--- src/rtl/bubble_page_loader_if.sv ---
// Byte-source handshake, bubble outbuffer write port and load status for the
// bubble page loader.
interface bubble_page_loader_if;
    logic        START;
    logic [2:0]  ACCTYPE;
    logic [7:0]  BYTEDATA;
    logic        BYTEVALID;
    logic        BYTEREADY;
    logic        nOUTBUFWCLKEN;
    logic [14:0] OUTBUFWADDR;
    logic        OUTBUFWDATA;
    logic        BUSY;
    logic        DONE;

    // Requester / byte source / buffer side
    modport master (
        output START, ACCTYPE, BYTEDATA, BYTEVALID,
        input  BYTEREADY, nOUTBUFWCLKEN, OUTBUFWADDR, OUTBUFWDATA, BUSY, DONE
    );

    // Loader side
    modport slave (
        input  START, ACCTYPE, BYTEDATA, BYTEVALID,
        output BYTEREADY, nOUTBUFWCLKEN, OUTBUFWADDR, OUTBUFWDATA, BUSY, DONE
    );
endinterface

--- src/rtl/bubble_page_loader.sv ---
// Bubble page loader: pulls bytes from a ready/valid source and serialises
// them LSB first into the bubble outbuffer, one bit per cycle, with an
// incrementing {position, channel} address. USER pages get six leading zero
// bits. All outputs are registered.
module bubble_page_loader #(
    parameter int BOOTBYTES = 480,
    parameter int PAGEBYTES = 146
) (
    input  logic                  MCLK,
    input  logic                  RESET,
    bubble_page_loader_if.slave   bus
);
    localparam int MAXBYTES = (BOOTBYTES > PAGEBYTES) ? BOOTBYTES : PAGEBYTES;
    localparam int CNT_W    = $clog2(MAXBYTES + 1);

    localparam logic [2:0]  ACC_BOOT  = 3'b110;
    localparam logic [2:0]  ACC_USER  = 3'b111;
    localparam logic [14:0] BOOT_BASE = 15'd4106;   // position 2053, ch0
    localparam logic [14:0] USER_BASE = 15'd14336;  // position 7168, ch0

    typedef enum logic [2:0] {
        IDLE,
        PREFILL,
        FETCH,
        SHIFT,
        FINISH
    } state_t;

    state_t             state;
    logic [CNT_W-1:0]   byte_cnt;
    logic [2:0]         bit_cnt;    // bit index in SHIFT, zero-write index in PREFILL
    logic [7:0]         shreg;
    logic               ready_r;
    logic               wen_n_r;
    logic [14:0]        addr_r;
    logic               data_r;
    logic               busy_r;
    logic               done_r;

    assign bus.BYTEREADY     = ready_r;
    assign bus.nOUTBUFWCLKEN = wen_n_r;
    assign bus.OUTBUFWADDR   = addr_r;
    assign bus.OUTBUFWDATA   = data_r;
    assign bus.BUSY          = busy_r;
    assign bus.DONE          = done_r;

    // Load sequencer; outputs are registered so each write cycle's strobe,
    // address and data change together on the clock edge.
    always_ff @(posedge MCLK) begin
        if (RESET) begin
            state    <= IDLE;
            byte_cnt <= '0;
            bit_cnt  <= '0;
            shreg    <= '0;
            ready_r  <= 1'b0;
            wen_n_r  <= 1'b1;
            addr_r   <= '0;
            data_r   <= 1'b0;
            busy_r   <= 1'b0;
            done_r   <= 1'b0;
        end else begin
            done_r <= 1'b0;
            // Every completed write advances the address; this never runs
            // past the last write because the strobe stops there.
            if (!wen_n_r) begin
                addr_r <= addr_r + 15'd1;
            end

            case (state)
                IDLE: begin
                    if (bus.START && bus.ACCTYPE == ACC_BOOT) begin
                        state    <= FETCH;
                        addr_r   <= BOOT_BASE;
                        byte_cnt <= CNT_W'(BOOTBYTES);
                        busy_r   <= 1'b1;
                        ready_r  <= 1'b1;
                    end else if (bus.START && bus.ACCTYPE == ACC_USER) begin
                        state    <= PREFILL;
                        addr_r   <= USER_BASE;
                        byte_cnt <= CNT_W'(PAGEBYTES);
                        busy_r   <= 1'b1;
                        bit_cnt  <= '0;
                        wen_n_r  <= 1'b0;
                        data_r   <= 1'b0;
                    end
                end

                PREFILL: begin
                    if (bit_cnt == 3'd5) begin
                        state   <= FETCH;
                        bit_cnt <= '0;
                        wen_n_r <= 1'b1;
                        ready_r <= 1'b1;
                    end else begin
                        bit_cnt <= bit_cnt + 3'd1;
                    end
                end

                FETCH: begin
                    if (bus.BYTEVALID) begin
                        state   <= SHIFT;
                        shreg   <= bus.BYTEDATA;
                        data_r  <= bus.BYTEDATA[0];
                        bit_cnt <= '0;
                        wen_n_r <= 1'b0;
                        ready_r <= 1'b0;
                    end
                end

                SHIFT: begin
                    if (bit_cnt == 3'd7) begin
                        byte_cnt <= byte_cnt - CNT_W'(1);
                        bit_cnt  <= '0;
                        wen_n_r  <= 1'b1;
                        if (byte_cnt == CNT_W'(1)) begin
                            state  <= FINISH;
                            done_r <= 1'b1;
                        end else begin
                            state   <= FETCH;
                            ready_r <= 1'b1;
                        end
                    end else begin
                        bit_cnt <= bit_cnt + 3'd1;
                        shreg   <= shreg >> 1;
                        data_r  <= shreg[1];
                    end
                end

                FINISH: begin
                    state  <= IDLE;
                    busy_r <= 1'b0;
                end

                default: begin
                    state   <= IDLE;
                    ready_r <= 1'b0;
                    wen_n_r <= 1'b1;
                    busy_r  <= 1'b0;
                end
            endcase
        end
    end
endmodule
--- src/flat_wrapper.sv ---
// flat-port wrapper written by rule: the top's interface ports become plain ports
module bubble_page_loader_flat 
#(
    parameter int BOOTBYTES = 480,
    parameter int PAGEBYTES = 146
)
  (MCLK, RESET, bus_START, bus_ACCTYPE, bus_BYTEDATA, bus_BYTEVALID, bus_BYTEREADY, bus_nOUTBUFWCLKEN, bus_OUTBUFWADDR, bus_OUTBUFWDATA, bus_BUSY, bus_DONE);
  bubble_page_loader_if bus_i ();
  input  logic MCLK;
  input  logic RESET;
  input wire logic [$bits(bus_i.START)-1:0] bus_START;
  input wire logic [$bits(bus_i.ACCTYPE)-1:0] bus_ACCTYPE;
  input wire logic [$bits(bus_i.BYTEDATA)-1:0] bus_BYTEDATA;
  input wire logic [$bits(bus_i.BYTEVALID)-1:0] bus_BYTEVALID;
  output wire logic [$bits(bus_i.BYTEREADY)-1:0] bus_BYTEREADY;
  output wire logic [$bits(bus_i.nOUTBUFWCLKEN)-1:0] bus_nOUTBUFWCLKEN;
  output wire logic [$bits(bus_i.OUTBUFWADDR)-1:0] bus_OUTBUFWADDR;
  output wire logic [$bits(bus_i.OUTBUFWDATA)-1:0] bus_OUTBUFWDATA;
  output wire logic [$bits(bus_i.BUSY)-1:0] bus_BUSY;
  output wire logic [$bits(bus_i.DONE)-1:0] bus_DONE;
  assign bus_i.START = bus_START;
  assign bus_i.ACCTYPE = bus_ACCTYPE;
  assign bus_i.BYTEDATA = bus_BYTEDATA;
  assign bus_i.BYTEVALID = bus_BYTEVALID;
  assign bus_BYTEREADY = bus_i.BYTEREADY;
  assign bus_nOUTBUFWCLKEN = bus_i.nOUTBUFWCLKEN;
  assign bus_OUTBUFWADDR = bus_i.OUTBUFWADDR;
  assign bus_OUTBUFWDATA = bus_i.OUTBUFWDATA;
  assign bus_BUSY = bus_i.BUSY;
  assign bus_DONE = bus_i.DONE;
  bubble_page_loader #(.BOOTBYTES(BOOTBYTES), .PAGEBYTES(PAGEBYTES)) u_core (.MCLK(MCLK), .RESET(RESET), .bus(bus_i));
endmodule
--- config.mk ---
export PLATFORM = sky130hd
export DESIGN_NAME = bubble_page_loader_flat
export DESIGN_NICKNAME = d
export VERILOG_FILES = /design/src/rtl/bubble_page_loader_if.sv /design/src/rtl/bubble_page_loader.sv /design/src/flat_wrapper.sv
export SDC_FILE = /design/constraint.sdc
export NUM_CORES = 1
export LEC_CHECK = 0
export ABC_AREA = 1
export CORE_MARGIN = 3
export CORE_UTILIZATION = 33
export DETAILED_ROUTE_END_ITERATION = 7
export PLACE_DENSITY = 0.52
export SLEW_MARGIN = 30
export SYNTH_ARGS = -nofsm -noshare
export SYNTH_HDL_FRONTEND = slang
export SYNTH_SLANG_ARGS = --single-unit
--- constraint.sdc ---
create_clock -name MCLK -period 1.55 [get_ports MCLK]
set_clock_uncertainty 0.1 [all_clocks]
set_input_delay 0.31 -clock MCLK [delete_from_list [all_inputs] [get_ports MCLK]]
set_output_delay 0.31 -clock MCLK [all_outputs]
set_load 0.05 [all_outputs]
==> out/metrics.yaml <==
die_height_um: 89.3
numCtsBuffers: 5
drt_iter0_markers: 106
power.total_w: 0.00409
clock-sinks: 42
synthFlopType: "dfxtp_1"
dp_slack_ns: -0.401
rsz0062_at_grt: "true"
tightest_slew_ns: 0.263
fin_ws_ns: 0.0531
grt_pass1_vias: 2089
hold_path_class: "flip-flop to flip-flop"
crit_type: "flip-flop to flip-flop"
final_common_cell: "nand2_1"
area_growth_pct: 51.2
cp.required_ns: 1.64
syn_area_sq_um: 2290
postCtsHoldBufs: 0
finalHoldViolCount: 0
wl_per_cell_um: 12.1
drt_first_pass_iters: 4
die_x_um: 89.3
ys_types: 33
nets: 425
portBuffers: 34
rows: 29
antenna_cells: 0
grt_usage_pct: 15.7
max_freq_mhz: 668
insertion_delay_ns: 0.29
min_period_over_period_pct: 96.6
cp.arrival_ns: 1.59
layout_common_cells: "nand2_1 (70), inv_1 (40), buf_4 (35)"
power.leakage_nw: 1.54
htreeDepth: 2
peakVddDrop_mv: 0.856
synth.yosys.seq_area_share_pct: 36.7
cap_violations: 0
gp_congestion: 0.873
status: "completed"
cts_tree: "built"
fillers: 652
ant_nets: 0
worstSetupStartpointType: "flip-flop"
drive_gt1_share_pct: 33.3
start_util_pct: 35.1
antenna_found_initial: 0
core_sq_um: 6530
synth_fp_nets: 353
endpoint_kind: "flip-flop"
dp.final_hpwl_um: 4280
worst-path-max-fanout: 4
synthCells: 332
drc: 0
p_per_area_nw_per_um2: 1180
pin_count: 35
ys_seq_elements: 42
slew_headroom_pct: 82.4
final_max_slew_viol_count: 0
clockBufferDepth: 2
grt_overflow: 0
root_buffer: "clkbuf_8"
vias_per_cell: 4.77
grt_pass1_wl_um: 9790
synth-async-reset-ratio_pct: 0
finalSetupViolations: 0
clkTransAtPathRegs_ns: 0.08
period_minus_slack_ns: 1.50
syn_avg_cell_area_sq_um: 6.90
wirelength_um: 5830
die_area_sq_um: 7970
yosys_warnings: 0
synth_edf_count: 0
grt_max_degree: 17
vias: 2301
-- worst max-delay path: stages (launching register included) --
cell	delay, ns
dfxtp_4	0.38
ha_4	0.14
nand2_4	0.05
nor2_4	0.12
nand2_2	0.08
nor2_4	0.16
nand2_2	0.09
nor2_2	0.13
nand2_1	0.06
nand2_1	0.06
nor2_1	0.04
-- cell families (layout without fill, tap and decap cells) --
group / after synthesis / in the layout / share of synthesized area [%]
and+or+nand+nor: 170 / 170 / 35.8
AOI/OAI and AO/OA: 56 / 56 / 13.0
buffers and inverters: 54 / 127 / 9.67
DFF: 42 / 42 / 36.7
adders and majority gates: 6 / 6 / 3.28
xor gates and xnor gates: 4 / 4 / 1.53
-- final cells by class --
type                       instances  area (sq um)  area share, %
clock buffer                       7          86.3           2.49
clock inverter                     1          5.00          0.145
inverter                          49           191           5.53
multi-input combinational        236          1380           40.0
sequential                        42           866           25.0
tap                               77          96.3           2.78
timing repair buffer              70           833           24.1
-- layer usage --
metal  global-route usage [%]  wire, um  share of wire (%)  up-vias
li1                         -         -                  -     1217
met1                     22.6      2860                 49     1040
met2                     23.8      2660                 46       38
met3                     3.23       244                4.2        6
met4                     4.06        59                1.0        0
met5                        0         0                  0        -
-- through the flow --
stage	setup TNS [ns]	area (sq um)	hold slack, ns	util [%]	std cells
2_1_floorplan	-0.00381	2320	0.330	-	332
3_3_place_gp	-8.06	3120	0.341	47.8	463
3_5_place_dp	-8.72	3120	0.345	47.8	463
4_1_cts	0	3230	0.357	49.4	471
5_1_grt	-0.105	3460	0.374	53.0	482
6_report	0	3460	0.354	53.0	482
-- final timing paths --
path	startpoint	end	slack (ns)	cells after the start
max	u_core.bus.OUTBUFWADDR[1]$_SDFF_PP0_	u_core.bus.OUTBUFWADDR[14]$_SDFF_PP0_	0.05	10
min	u_core.shreg[4]$_SDFFE_PP0P_	u_core.shreg[4]$_SDFFE_PP0P_	0.35	2
max reg2reg	u_core.bus.OUTBUFWADDR[1]$_SDFF_PP0_	u_core.bus.OUTBUFWADDR[14]$_SDFF_PP0_	0.05	10
min reg2reg	u_core.shreg[4]$_SDFFE_PP0P_	u_core.shreg[4]$_SDFFE_PP0P_	0.35	2
-- sequential cells by signal, indices dropped and copies added (netlist names) --
register                  cells
u_core.bus.OUTBUFWADDR       15
u_core.byte_cnt               9
u_core.shreg                  7
u_core.bit_cnt                3
u_core.state                  3
u_core.bus.BUSY               1
u_core.bus.BYTEREADY          1
u_core.bus.DONE               1
u_core.bus.OUTBUFWDATA        1
u_core.bus.nOUTBUFWCLKEN      1
-- power by group --
group	switching (W)	internal, W	total [W]
registers	0.000160	0.00128	0.00144
clock network	0.000377	0.000360	0.000737
logic	0.00109	0.000823	0.00192
-- cell usage after synthesis (2+ instances only) --
cell,number,share of area [%]
nor3_2,2,0.87
nand2_2,3,0.82
nor2_1,38,6.2
a21oi_1,25,5.5
nor2_2,2,0.55
nor3_1,6,1.3
o21ai_1,15,3.3
buf_6,2,0.98
xnor2_1,3,1.1
o21ai_0,10,2.2
nor2_4,5,2.5
ha_1,6,3.3
nand2_1,79,13
nor2_8,2,1.7
inv_2,6,0.98
clkbuf_1,2,0.33
nand4_1,9,2.5
dfxtp_1,42,37
inv_1,42,6.9
nand3_1,20,4.4
-- repair_timing --
item                                    in CTS  in global routing
endpoints found under the hold margin        0                  0
pin swaps                                    1                 18
setup buffers                                0                 11
endpoints found under the setup margin      10                 33
gates cloned                                 0                  0
resized for setup                            5                 44
Power figures use the tool's default switching activity.
==> patch, RTL diff (same settings) <==
Encoding of `state_t`: now one-hot (5 bits for 5 states).
--- a/src/rtl/bubble_page_loader.sv
+++ b/src/rtl/bubble_page_loader.sv
@@ -18,12 +18,12 @@
     localparam logic [14:0] BOOT_BASE = 15'd4106;   // position 2053, ch0
     localparam logic [14:0] USER_BASE = 15'd14336;  // position 7168, ch0
 
-    typedef enum logic [2:0] {
-        IDLE,
-        PREFILL,
-        FETCH,
-        SHIFT,
-        FINISH
+    typedef enum logic [4:0] {
+        IDLE    = 5'b00001,
+        PREFILL = 5'b00010,
+        FETCH   = 5'b00100,
+        SHIFT   = 5'b01000,
+        FINISH  = 5'b10000
     } state_t;
 
     state_t             state;
Behaviour: same outputs for any inputs over 10 cycles, from zero or initial values and one cycle with RESET high; not proved beyond that.
==> patch against the unedited design <==
- setup slack gained 0.0018 ns
- wire length grew 3.0%
- via count grew 6.8%
- area after synthesis grew 3.6%
- cell area grew 6.3%
- utilization grew 0.54 points
- hold slack lost 0.0066 ns
- sequential cell count grew 2
- largest cell class unchanged
Power is not compared: it rests on default switching activity, and its combinational part moved more than twofold at a synthesized area within 25%.
==> patch: results (changes against the unedited design) <==
Hold path
  – Hold Path End: u_core.shreg[2]$_SDFFE_PP0P_ (was u_core.shreg[4]$_SDFFE_PP0P_)
  – Startpoint of the worst hold path: u_core.shreg[2]$_SDFFE_PP0P_ (was u_core.shreg[4]$_SDFFE_PP0P_)
  – Type of the most critical hold path: flop to flop (unchanged)

GRT
  – Global routing usage on met2: 0.246 (was 0.238)
  – Met3 global-route usage: 0.0317 (was 0.0323)
  – Number of global-route vias before repair: 2238 (was 2089)
  – Met1 usage in global routing: 0.191 (was 0.226)
  – Wire length of the first global-routing pass: 10100 um (was 9790 um)
  – Combined global-route utilization of all metal layers: 0.147 (was 0.157)
  – Maximum number of pins on one net before global-route repair: 19 (was 17)

Setup path
  – Critical Path End: u_core.byte_cnt[5]$_SDFFE_PP0P_ (was u_core.bus.OUTBUFWADDR[14]$_SDFF_PP0_)
  – Reg-to-reg setup timing slack: 0.05 ns
  – Maximum fanout along the worst path: 8 (was 4)
  – FF-to-FF path depth: 9 (was 10)
  – Startpoint of the worst-slack reg-to-reg timing path: u_core.state[1]$_SDFFE_PP0P_ (was u_core.bus.OUTBUFWADDR[1]$_SDFF_PP0_)
  – Worst setup path startpoint: u_core.state[1]$_SDFFE_PP0P_ (was u_core.bus.OUTBUFWADDR[1]$_SDFF_PP0_)

Logic synthesis
  – XOR/XNOR Fraction of Synth Area: 0.0222 (was 0.0153)
  – Fraction of the mapped netlist area in compound gates: 0.125 (was 0.130)
  – Number of distinct library cells after synthesis: 32 (was 33)
  – Commonest cells in the netlist: sky130_fd_sc_hd__nand2_1, sky130_fd_sc_hd__inv_1, sky130_fd_sc_hd__nor2_1, sky130_fd_sc_hd__dfxtp_1 (was sky130_fd_sc_hd__nand2_1, sky130_fd_sc_hd__dfxtp_1, sky130_fd_sc_hd__inv_1, sky130_fd_sc_hd__nor2_1, sky130_fd_sc_hd__a21oi_1)
  – Share of the yosys chip area belonging to registers: 0.371 (was 0.367)
  – Adder and majority cell fraction of the synthesized area: 0.0316 (was 0.0328)
  – Cell types occupying the most area after synthesis: sky130_fd_sc_hd__dfxtp_1, sky130_fd_sc_hd__nand2_1, sky130_fd_sc_hd__inv_1 (unchanged)
  – Number of nets in the synthesized netlist: 385 (was 353)

Outcome
  – Run status: finished clean (unchanged)

Drt
  – Drt initial violations: 69 (was 106)
  – Routed wire length on met3: 179 um (was 244 um)
  – Vias per std cell: 4.54 (was 4.77)
  – Met2 Routed Length: 2810 um (was 2660 um)
  – Post-Route M1 WL: 2970 um (was 2860 um)
  – Final routed wire length divided by cell count: 11.1 um (was 12.1 um)

STA
  – Worst rel slew slack: 0.838 (was 0.824)

Place
  – Global placer's final weighted congestion: 0.832 (was 0.873)
  – Hpwl dp: 4540 um (was 4280 um)

Finish
  – Layout fillers: 669 (was 652)
  – Number of antenna cells inserted: 0 (unchanged)
  – Final-stage net count: 466 (was 425)
  – Share of cells above drive strength 1: 0.323 (was 0.333)

CTS
  – # resized after CTS: 11 (was 5)

Pwr
  – Peak ir drop on the vdd network: 425 uV
==> patch: cell type report <==
type | count | area [sq um] | share of cell area
tap | 96 | 120 | 0.0327
timing repair buffer | 80 | 901 | 0.245
inverter | 63 | 239 | 0.0650
clock inverter | 2 | 35.0 | 0.00952
sequential | 44 | 918 | 0.250
clock buffer | 6 | 72.6 | 0.0197
multi-input combinational | 251 | 1390 | 0.379
==> patch: through the flow <==
step           total power, mW  instance area, sq um  hold WS [ns]  std cells  setup slack (ns)
3_5_place_dp              1.77                  3340         0.341        529            -0.369
4_1_cts                   2.67                  3490         0.353        537           0.00245
6_report                  2.67                  3680         0.347        542            0.0548
3_3_place_gp              1.77                  3340         0.334        529            -0.312
2_1_floorplan             1.53                  2400         0.325        364           -0.0267
5_1_grt                   2.80                  3680         0.368        542           -0.0626
==> patch: power breakdown <==
part	total [mW]	switching [mW]	internal, mW
Clock	0.882	0.403	0.479
Combinational	0.568	0.309	0.259
Sequential	1.22	0.0497	1.17
Total	2.67	0.761	1.90
